--- src/rtl/fetch_unit_pkg.sv ---
// fetch_unit_pkg: shared types and constants for the instruction fetch stage.
//   fetch_entry_t : instruction FIFO entry {inst, pc, trap}
//   fetch_state_e : fetch stream state (running / halted on a misaligned target)
//   cnt_w()       : width of a counter that must hold 0..depth inclusive
package fetch_unit_pkg;

  localparam int unsigned INST_W = 32;
  localparam int unsigned PC_W   = 32;

  typedef struct packed {
    logic [INST_W-1:0] inst;
    logic [PC_W-1:0]   pc;
    logic              trap;
  } fetch_entry_t;

  localparam int unsigned ENTRY_W = $bits(fetch_entry_t);

  typedef enum logic {
    FS_RUN  = 1'b0,
    FS_HALT = 1'b1
  } fetch_state_e;

  function automatic int unsigned cnt_w(input int unsigned depth);
    return $clog2(depth + 1);
  endfunction

endpackage

--- src/rtl/fetch_fifo.sv ---
// fetch_fifo: synchronous FIFO with flush and occupancy count.
//   i_clk/i_rst : clock, synchronous active-high reset
//   i_flush     : empty the FIFO; a push in the same cycle lands in the emptied FIFO
//   i_push/i_data : write an entry (caller guarantees space, push+pop on full is legal)
//   i_pop       : drop the head entry (ignored when empty or flushing)
//   o_data      : head entry
//   o_count     : number of stored entries
module fetch_fifo
  import fetch_unit_pkg::*;
#(
  parameter  int unsigned WIDTH = 32,
  parameter  int unsigned DEPTH = 4,
  localparam int unsigned CW    = cnt_w(DEPTH)
) (
  input  logic             i_clk,
  input  logic             i_rst,
  input  logic             i_flush,
  input  logic             i_push,
  input  logic [WIDTH-1:0] i_data,
  input  logic             i_pop,
  output logic [WIDTH-1:0] o_data,
  output logic [CW-1:0]    o_count
);

  localparam int unsigned AW = $clog2(DEPTH);

  logic [WIDTH-1:0] mem_q [DEPTH];
  logic [AW-1:0]    wr_ptr_q, wr_ptr_d;
  logic [AW-1:0]    rd_ptr_q, rd_ptr_d;
  logic [CW-1:0]    count_q, count_d;
  logic [AW-1:0]    wr_idx;
  logic             do_pop;

  always_comb begin
    do_pop   = i_pop && (count_q != '0) && !i_flush;
    wr_idx   = i_flush ? '0 : wr_ptr_q;
    wr_ptr_d = wr_ptr_q;
    rd_ptr_d = rd_ptr_q;
    count_d  = count_q;
    if (i_flush) begin
      rd_ptr_d = '0;
      wr_ptr_d = i_push ? AW'(1) : '0;
      count_d  = i_push ? CW'(1) : '0;
    end else begin
      if (i_push) wr_ptr_d = wr_ptr_q + AW'(1);
      if (do_pop) rd_ptr_d = rd_ptr_q + AW'(1);
      count_d = count_q + CW'(i_push) - CW'(do_pop);
    end
  end

  always_ff @(posedge i_clk) begin
    if (i_rst) begin
      wr_ptr_q <= '0;
      rd_ptr_q <= '0;
      count_q  <= '0;
    end else begin
      wr_ptr_q <= wr_ptr_d;
      rd_ptr_q <= rd_ptr_d;
      count_q  <= count_d;
    end
  end

  always_ff @(posedge i_clk) begin
    if (i_push) mem_q[wr_idx] <= i_data;
  end

  assign o_data  = mem_q[rd_ptr_q];
  assign o_count = count_q;

endmodule

--- src/rtl/fetch_unit.sv ---
// fetch_unit: instruction fetch stage with a request/response memory port.
//   i_clk/i_rst          : clock, synchronous active-high reset
//   o_imem_req_*         : in-order word fetch requests (valid/ready, addr)
//   i_imem_rsp_*         : in-order responses, at least one cycle after acceptance
//   i_redirect_valid/pc  : redirect the fetch stream; misaligned targets yield a trap entry
//   o_inst_*/i_inst_ready: buffered {inst, pc, trap} to the consumer (valid/ready)
module fetch_unit
  import fetch_unit_pkg::*;
#(
  parameter logic [PC_W-1:0] RESET_ADDR = 32'h0000_0000,
  parameter int unsigned     DEPTH      = 4
) (
  input  logic              i_clk,
  input  logic              i_rst,
  output logic              o_imem_req_valid,
  input  logic              i_imem_req_ready,
  output logic [PC_W-1:0]   o_imem_req_addr,
  input  logic              i_imem_rsp_valid,
  input  logic [INST_W-1:0] i_imem_rsp_data,
  input  logic              i_redirect_valid,
  input  logic [PC_W-1:0]   i_redirect_pc,
  output logic              o_inst_valid,
  input  logic              i_inst_ready,
  output logic [INST_W-1:0] o_inst,
  output logic [PC_W-1:0]   o_inst_pc,
  output logic              o_inst_trap
);

  localparam int unsigned CW = cnt_w(DEPTH);

  fetch_state_e     state_q, state_d;
  logic [PC_W-1:0]  pc_q, pc_d;
  logic [CW-1:0]    stale_q, stale_d;

  // Outstanding requests equal the in-flight PC FIFO occupancy, so no separate counter is kept.
  logic [CW-1:0]    outst;
  logic [CW-1:0]    ififo_count;
  logic [CW:0]      credit_used;
  logic [PC_W-1:0]  rsp_pc;
  logic             req_fire;
  logic             misaligned;
  logic             ififo_push;
  fetch_entry_t     ififo_wdata;
  fetch_entry_t     head;

  assign credit_used      = {1'b0, ififo_count} + {1'b0, outst};
  assign misaligned       = i_redirect_pc[1:0] != 2'b00;
  assign o_imem_req_valid = !i_rst && (state_q == FS_RUN) && !i_redirect_valid &&
                            (credit_used < (CW+1)'(DEPTH));
  assign o_imem_req_addr  = pc_q;
  assign req_fire         = o_imem_req_valid && i_imem_req_ready;

  always_comb begin
    state_d     = state_q;
    pc_d        = pc_q;
    stale_d     = stale_q;
    ififo_push  = 1'b0;
    ififo_wdata = '{inst: i_imem_rsp_data, pc: rsp_pc, trap: 1'b0};
    if (i_redirect_valid) begin
      // This cycle's response is retired here, so it is excluded from the stale count.
      stale_d = outst - CW'(i_imem_rsp_valid);
      if (misaligned) begin
        state_d     = FS_HALT;
        ififo_push  = 1'b1;
        ififo_wdata = '{inst: '0, pc: i_redirect_pc, trap: 1'b1};
      end else begin
        state_d = FS_RUN;
        pc_d    = i_redirect_pc;
      end
    end else begin
      if (req_fire) pc_d = pc_q + 32'd4;
      if (i_imem_rsp_valid) begin
        if (stale_q != '0) stale_d = stale_q - CW'(1);
        else               ififo_push = 1'b1;
      end
    end
  end

  always_ff @(posedge i_clk) begin
    if (i_rst) begin
      state_q <= FS_RUN;
      pc_q    <= RESET_ADDR;
      stale_q <= '0;
    end else begin
      state_q <= state_d;
      pc_q    <= pc_d;
      stale_q <= stale_d;
    end
  end

  always_ff @(posedge i_clk) begin
    if (!i_rst && i_imem_rsp_valid) begin
      assert (outst != '0);
    end
  end

  fetch_fifo #(
    .WIDTH (ENTRY_W),
    .DEPTH (DEPTH)
  ) u_inst_fifo (
    .i_clk   (i_clk),
    .i_rst   (i_rst),
    .i_flush (i_redirect_valid),
    .i_push  (ififo_push),
    .i_data  (ififo_wdata),
    .i_pop   (o_inst_valid && i_inst_ready),
    .o_data  (head),
    .o_count (ififo_count)
  );

  fetch_fifo #(
    .WIDTH (PC_W),
    .DEPTH (DEPTH)
  ) u_pc_fifo (
    .i_clk   (i_clk),
    .i_rst   (i_rst),
    .i_flush (1'b0),
    .i_push  (req_fire),
    .i_data  (pc_q),
    .i_pop   (i_imem_rsp_valid),
    .o_data  (rsp_pc),
    .o_count (outst)
  );

  assign o_inst_valid = ififo_count != '0;
  assign o_inst       = o_inst_valid ? head.inst : '0;
  assign o_inst_pc    = o_inst_valid ? head.pc   : '0;
  assign o_inst_trap  = o_inst_valid && head.trap;

endmodule

--- config.mk ---
export PLATFORM = sky130hd
export DESIGN_NAME = fetch_unit
export DESIGN_NICKNAME = d
export VERILOG_FILES = /design/src/rtl/fetch_unit_pkg.sv /design/src/rtl/fetch_fifo.sv /design/src/rtl/fetch_unit.sv
export SDC_FILE = /design/constraint.sdc
export NUM_CORES = 1
export LEC_CHECK = 0
export CAP_MARGIN = 0
export CORE_MARGIN = 2
export CORE_UTILIZATION = 40
export CTS_CLUSTER_SIZE = 25
export DETAILED_ROUTE_END_ITERATION = 16
export GPL_ROUTABILITY_DRIVEN = 0
export GPL_TIMING_DRIVEN = 0
export PLACE_DENSITY = 0.7
export SETUP_SLACK_MARGIN = 0.5
export SYNTH_ARGS = -nofsm -noshare
export SYNTH_HDL_FRONTEND = slang
export SYNTH_SLANG_ARGS = --single-unit
--- constraint.sdc ---
create_clock -name i_clk -period 10.84 [get_ports i_clk]
set_input_delay 3.252 -clock i_clk [delete_from_list [all_inputs] [get_ports i_clk]]
set_output_delay 3.252 -clock i_clk [all_outputs]
set_load 0.01 [all_outputs]
==> results of run 1 <==
[final timing paths]
kind,end,cells after the start,from
worst max-delay path,o_imem_req_valid,4,i_redirect_valid
worst min-delay path,u_pc_fifo.wr_ptr_q[1]$_SDFFE_PP0P_,2,u_pc_fifo.wr_ptr_q[1]$_SDFFE_PP0P_
worst max register to register,u_pc_fifo.o_count[2]$_SDFF_PP0_,11,u_pc_fifo.o_count[2]$_SDFF_PP0_
worst min register to register,u_pc_fifo.wr_ptr_q[1]$_SDFFE_PP0P_,2,u_pc_fifo.wr_ptr_q[1]$_SDFFE_PP0P_
[flip-flops by register name, indices dropped and copies added, names as in the netlist, named ones only]
| name | cells |
|---|---|
| o_imem_req_addr | 32 |
| stale_q | 3 |
| state_q | 1 |
| u_inst_fifo.mem_q | 260 |
| u_inst_fifo.o_count | 3 |
| u_inst_fifo.rd_ptr_q | 2 |
| u_inst_fifo.wr_ptr_q | 2 |
| u_pc_fifo.mem_q | 128 |
| u_pc_fifo.o_count | 3 |
| u_pc_fifo.rd_ptr_q | 2 |
| u_pc_fifo.wr_ptr_q | 2 |
[logic make-up (layout without fill, tap and decap cells)]
group                    after synthesis  in the layout  share of synthesized area (%)
AO/OA/AOI/OAI                         90             90                           3.37
XOR/XNOR                              14             14                          0.679
adder cells (fa/ha/maj)               17             17                           1.26
buffers and inverters                 80            338                           1.85
flip-flops                           442            442                           70.5
multiplexers                         131            131                           14.2
AND/OR/NAND/NOR                      264            264                           8.19
[area by class of cell]
type / count / area share, %
Clock buffer: 69 / 5.91
Inverter: 19 / 0.327
Sequential cell: 442 / 57.4
Clock inverter: 13 / 0.637
Timing Repair Buffer: 176 / 8.53
Multi-Input combinational cell: 516 / 22.7
Buffer: 61 / 1.18
Tap cell: 592 / 3.34
[through the flow]
stage | power [mW] | instance area (µm²) | utilization (%)
2_1_floorplan | 2.45 | 18100 | -
3_5_place_dp | 2.74 | 20700 | 46.7
3_3_place_gp | 2.72 | 20500 | 46.1
4_1_cts | 4.27 | 22200 | 49.9
6_report | 4.22 | 22200 | 49.9
5_1_grt | 4.39 | 22200 | 49.9
[cell usage after synthesis, types with 4 or more instances]
cell / instances
buf_1: 4
ha_1: 15
or3_1: 4
and3_1: 15
and4_1: 8
o21ai_0: 11
nor3_1: 5
nand4_1: 10
a211oi_1: 11
mux2_2: 30
inv_1: 18
o22ai_1: 4
a21oi_1: 22
nor4_1: 7
a31oi_1: 10
nand3_1: 21
edfxtp_1: 388
buf_2: 19
xnor2_1: 11
and2_1: 107
mux4_2: 97
nand2_1: 42
clkbuf_1: 36
mux2i_1: 4
nor2_1: 36
dfxtp_1: 54
[per-layer routing]
metal / wire length [µm] / global-route usage (%) / vias up / part of all wire [%]
met5: 13 / 0 / - / 0.030
met4: 829 / 4.61 / 2 / 1.9
met3: 3080 / 4.49 / 62 / 7.1
met2: 21300 / 30.8 / 356 / 49
met1: 18100 / 24.8 / 5275 / 42
li1: - / - / 4550 / -
[critical path: stages]
cell and delay (ns):
buf_2 0.19, nor2_1 0.34, and3_1 0.31, clkdlybuf4s50_1 0.57
[power by group through the flow]
| stage | logic (mW) | registers (mW) | clock network, mW |
|---|---|---|---|
| floorplan | 0.399 | 2.05 | 0 |
| global placement | 0.659 | 2.06 | 0 |
| detailed placement | 0.681 | 2.06 | 0 |
| CTS | 0.684 | 2.02 | 1.56 |
| global route | 0.728 | 2.03 | 1.63 |
| finish | 0.671 | 2.02 | 1.53 |
==> results.tsv, run 1 <==
stage	metric	value	unit
route	dr.first_iter.drc_count	908	
yosys	synth-seq-cells	442	
floorplan	rows	77	
setup_path	path_max_fanout	9	
sta	setup_viol	0	
layout	final_common_cell	edfxtp_1	
setup_path	crit_arrival	4.66	ns
setup_path	end_kind	primary output	
sta	slew_headroom	8.29	%
route	via_per_inst	5.43	
yosys	synth.largest_area_cell	edfxtp_1	
clock_network	clkSinkCount	442	
sta	tightest_slew	1.37	ns
pwr	p_int	3.23	mW
run_status	status	finished, final reports clean	
yosys	ys_warn_count	0	
sta	timing.hold.ws	0.495	ns
clock_network	cts_tree	done	
global_routing	grt-ovfl-total	0	
route	wl	43300	µm
floorplan	fp.dieW	217	µm
route	wire_per_inst	22.9	µm
pwr	seqPwrFrac	47.9	%
yosys	ys_types	57	
clock_network	cts_inserted_buffers	45	
sta	fin_ws	2.93	ns
pwr	p_leak	7.24	nW
route	first_pass_iters	5	
yosys	syn_inst	1038	
layout	fin_nets	1348	
clock_network	cts.htree.levels	2	
route	post-route-drc-count	0	
floorplan	die_h	217	µm
sta	finalCritPeriodShare	73.0	%
pwr	switching_share	23.5	%
global_routing	grt_pass1_wl	64900	µm
clock_network	ctsResizeCount	0	
worst_hold_path	holdCritPathClass	reg -> reg	
sta	final.setup.tns	0	ns
layout	drive_gt1_share	18.2	%
layout	nFillCells	3658	
place	portBuffers	166	
route	antenna_left	0	
place	dp_cells	1806	
layout	insertedDiodeCount	0	
pwr	switchingPower	0.993	mW
layout	seq_area	12700	µm²
yosys	synthesis.area	18100	µm²
sta	rsz0062_at_grt	no	
layout	final_cells	1888	
layout	multiInputGateArea	5030	µm²
sta	fin_crit	7.91	ns
clock_network	cts_max_path_buffers	3	
setup_path	required	7.59	ns
global_routing	grt_pass1_vias	10300	
yosys	synth-edff-count	388	
sta	finalMaxSlewViolations	0	
sta	max_freq	0.126	GHz
pwr	clkPwrFrac	36.2	%
place	dp_hpwl	28600	µm
sta	skew	0.0177	ns
clock_network	ctsRootBufferMaster	clkbuf_16	
setup_path	start_kind	input pin	
floorplan	core	44400	µm²
run	maxCapViolations	0	
pwr	max-vdd-ir-drop	0.113	mV
pwr	p_comb_share	15.9	%
yosys	avgSynthCellArea	17.4	µm²
setup_path	critical_path_class	in -> out	
global_routing	grt_antenna_before_repair	1	
yosys	synth_top_cell_area_share	64.5	%
place	dp_slack	2.95	ns
yosys	seq_area_frac_synth	70.5	%
yosys	syn-num-nets	1125	
pwr	power_density	190	nW/µm²
global_routing	grt_max_degree	41	
route	vias	10200	
floorplan	die_area	46900	µm²
yosys	synth_ff_type	edfxtp_1	
global_routing	grt_use_total	18.6	%
floorplan	initial_utilization	40.7	%
yosys	synthArstFlopShare	0	%
clock_network	worstSkewPairLatency	0.58	ns
layout	layout_common_cells	edfxtp_1 (388), clkdlybuf4s50_1 (166), and2_1 (103)	
layout	syn_to_final_growth	22.8	%
clock_network	hold_buffers	0	
clock_network	worst_setup_hold_path_clk_slew	0.06	ns
yosys	synthTopCellsByArea	edfxtp_1 (64%), mux4_2 (12%), dfxtp_1 (6.0%)	
clock_network	cts_setup_buffers	0	
floorplan	top_level_ports	169	
sta	hold_viol	0	
setup_path	r2r_slack	7.98	ns
Note: power is estimated with default switching activity, not from simulation.
==> run 2, diff against run 1 <==
==> constraint.sdc (replaced) <==
create_clock -name i_clk -period 8.1 [get_ports i_clk]
set_input_delay 2.43 -clock i_clk [delete_from_list [all_inputs] [get_ports i_clk]]
set_output_delay 2.43 -clock i_clk [all_outputs]
set_load 0.01 [all_outputs]
==> results of run 2 <==
Same layout as run 1 (identical final DEF). Status: finished, final reports clean.
Main changes from that run: setup slack after placement 2.95 ns -> 1.85 ns; setup slack after layout 2.93 ns -> 1.84 ns; register-to-register setup slack 7.98 ns -> 5.24 ns; total power 4.22 mW -> 5.65 mW; worst IR drop on VDD 0.113 mV -> 0.152 mV
==> run 3, diff against run 2 <==
--- a/config.mk
+++ b/config.mk
@@ -12,7 +12,7 @@
 export DETAILED_ROUTE_END_ITERATION = 16
 export GPL_ROUTABILITY_DRIVEN = 0
 export GPL_TIMING_DRIVEN = 0
-export PLACE_DENSITY = 0.7
+export PLACE_DENSITY = 0.72
 export SETUP_SLACK_MARGIN = 0.5
 export SYNTH_ARGS = -nofsm -noshare
 export SYNTH_HDL_FRONTEND = slang
==> constraint.sdc (replaced) <==
create_clock -name i_clk -period 5.2 [get_ports i_clk]
set_input_delay 1.56 -clock i_clk [delete_from_list [all_inputs] [get_ports i_clk]]
set_output_delay 1.56 -clock i_clk [all_outputs]
set_load 0.01 [all_outputs]
==> results.tsv, run 3 (synthesis gave the netlist of run 1 again) <==
stage	metric	value	unit	change
run_status	status	finished, final reports clean		unchanged
floorplan	fp.dieW	217	µm	unchanged
layout	largest_reg_flops	260		unchanged
route	wl_met1	18000	µm	was 18100 µm
sta	finalCritPeriodShare	87.6	%	
sta	hold_viol	0		unchanged
setup_path	r2r-end	u_pc_fifo.o_count[2]$_SDFF_PP0_		unchanged
place	dp_hpwl	28300	µm	was 28600 µm
sta	timing.hold.ws	0.519	ns	was 0.495 ns
setup_path	path_buf_inv	2		unchanged
layout	layout_common_cells	edfxtp_1 (388), clkdlybuf4s50_1 (166), and2_1 (103)		unchanged
global_routing	grt_antenna_before_repair	3		was 1
worst_hold_path	holdCritPathClass	reg -> reg		unchanged
worst_hold_path	hold_end	u_pc_fifo.wr_ptr_q[1]$_SDFFE_PP0P_		unchanged
setup_path	critical_path_class	in -> out		unchanged
layout	multiInputGateArea	5040	µm²	was 5030 µm²
setup_path	start_kind	input pin		unchanged
place	portBuffers	166		unchanged
clock_network	ctsRootBufferMaster	clkbuf_16		unchanged
layout	fin_nets	1350		was 1348
sta	setup_viol	0		unchanged
setup_path	r2r_start	u_pc_fifo.o_count[2]$_SDFF_PP0_		unchanged
clock_network	worstSkewPairLatency	0.58	ns	about the same
layout	drive_gt1_share	19.2	%	was 18.2%
floorplan	initial_utilization	40.7	%	unchanged
place	place_area	20800	µm²	was 20700 µm²
clock_network	cts_setup_buffers	0		unchanged
run	maxCapViolations	0		unchanged
route	met3WireLength	2950	µm	was 3080 µm
route	via_per_inst	5.39		was 5.43
layout	insertedDiodeCount	0		unchanged
pwr	power_density	395	nW/µm²	was 255 nW/µm²
clock_network	cts_tree	done		unchanged
route	wire_per_inst	22.5	µm	was 22.9 µm
worst_hold_path	min_from	u_pc_fifo.wr_ptr_q[1]$_SDFFE_PP0P_		unchanged
setup_path	end_kind	primary output		unchanged
global_routing	grt_pass1_wl	63700	µm	was 64900 µm
pwr	p_leak	7.28	nW	was 7.24 nW
route	antenna_left	0		unchanged
sta	finalMaxSlewViolations	0		unchanged
layout	final_common_cell	edfxtp_1		unchanged
clock_network	cts.htree.levels	2		unchanged
clock_network	cts_inserted_buffers	46		was 45
setup_path	cpPeakStageDelay	0.57	ns	about the same
clock_network	cts_max_path_buffers	3		unchanged
setup_path	r2r_slack	2.31	ns	was 5.24 ns
setup_path	required	3.64	ns	was 5.67 ns
floorplan	rows	77		unchanged
sta	max_freq	0.219	GHz	
global_routing	grt_pass1_vias	10200		was 10300
route	dr.first_iter.drc_count	959		was 908
route	wl	42500	µm	was 43300 µm
route	wl_met2	20600	µm	was 21300 µm
sta	skew	0.0289	ns	was 0.0177 ns
clock_network	worst_setup_hold_path_clk_slew	0.06	ns	about the same
floorplan	die_area	46900	µm²	unchanged
setup_path	cpLargestDelayFamily	simple AND/OR/NAND/NOR gates		was buffers and inverters
setup_path	rr_worst_depth	11		unchanged
route	vias	10200		about the same
pwr	power	8.80	mW	was 5.65 mW
setup_path	path_cells	buf_6 > nor4_4 > and3_1 > clkdlybuf4s50_1		was buf_2 > nor2_1 > and3_1 > clkdlybuf4s50_1
global_routing	grt_max_degree	39		was 41
sta	fin_crit	4.56	ns	
setup_path	path_max_fanout	7		was 9
sta	rsz0062_at_grt	no		unchanged
pwr	max-vdd-ir-drop	0.230	mV	was 0.152 mV
setup_path	slowest_stage	clkdlybuf4s50_1		unchanged
global_routing	grt-ovfl-total	0		unchanged
worst_hold_path	whs_path_depth	2		unchanged
clock_network	hold_buffers	0		unchanged
sta	tightest_slew	0.967	ns	was 1.37 ns
layout	nFillCells	3669		was 3658
route	post-route-drc-count	0		unchanged
clock_network	clkSinkCount	442		unchanged
floorplan	core	44400	µm²	unchanged
layout	top_register	u_inst_fifo.mem_q		unchanged
floorplan	top_level_ports	169		unchanged
layout	final_area	22300	µm²	was 22200 µm²
floorplan	die_h	217	µm	unchanged
layout	syn_to_final_growth	23.2	%	was 22.8%
route	first_pass_iters	7		was 5
sta	slew_headroom	35.4	%	was 8.29%
layout	seq_area	12700	µm²	unchanged
route	dr.max_layer_used	met5		unchanged
global_routing	grt_use_total	18.2	%	was 18.6%
setup_path	crit_arrival	3.00	ns	was 3.83 ns
run 3: worst max path at each step:
| stage | startpoint | end | slack [ns] | depth (start not counted) |
|---|---|---|---|---|
| after floorplan | i_redirect_valid | u_inst_fifo.mem_q[0][0]$_DFFE_PP_ | 0.94 | 4 |
| after global placement | i_imem_rsp_valid | u_inst_fifo.mem_q[1][36]$_DFFE_PP_ | -1.13 | 5 |
| after detailed placement | i_redirect_pc[0] | u_inst_fifo.mem_q[0][8]$_DFFE_PP_ | 0.63 | 4 |
| after CTS | flop | o_inst_pc[11] | 0.53 | 5 |
| after global routing | u_inst_fifo.o_count[1]$_SDFF_PP0_ | o_inst_pc[14] | 0.52 | 5 |
| final | i_rst | o_imem_req_valid | 0.64 | 4 |
run 3: through the flow:
stage	util, %	setup TNS (ns)	worst slack [ns]	std cells
after floorplan	-	0	0.937	1038
after global placement	46.1	-259.05	-1.13	1796
after detailed placement	46.8	0	0.631	1807
after CTS	50.1	0	0.534	1892
after global routing	50.1	0	0.523	1892
final	50.1	0	0.644	1892
run 3: tightest hold or removal path: cells and delay by family (launching register included):
| kind | cells | cell delay, ns |
|---|---|---|
| and+or+nand+nor | 1 | 0.07 |
| AOI/OAI and AO/OA | 1 | 0.06 |
| DFF | 1 | 0.34 |
run 3: repair_timing:
item                                   in CTS  in global routing
pin swaps                                   0                  0
resized for setup                           2                  3
endpoints found under the hold margin       0                  0
setup endpoints to repair                  50                  2
run 3: layer usage:
layer  vias to the layer above  GRT usage [%]
met2                       344           29.7
li1                       4563              -
met1                      5202           24.5
met3                        75           4.32
met4                         6           5.11
met5                         -              0
run 3: report_power, final:
| group | total, mW | internal [mW] | switching (mW) |
|---|---|---|---|
| combinational | 1.39 | 0.725 | 0.670 |
| clock | 3.19 | 1.85 | 1.34 |
| sequential | 4.22 | 4.13 | 0.0911 |
| total | 8.80 | 6.70 | 2.10 |
run 3: area by class of cell:
class                   count  share of cell area [%]
flip-flops and latches    442                    57.2
well taps                 592                    3.33
repair buffers            177                    8.69
clock inverters            28                    1.01
inverters                  19                   0.326
clock buffers              57                    5.59
plain buffers              61                    1.20
multi-input cells         516                    22.6
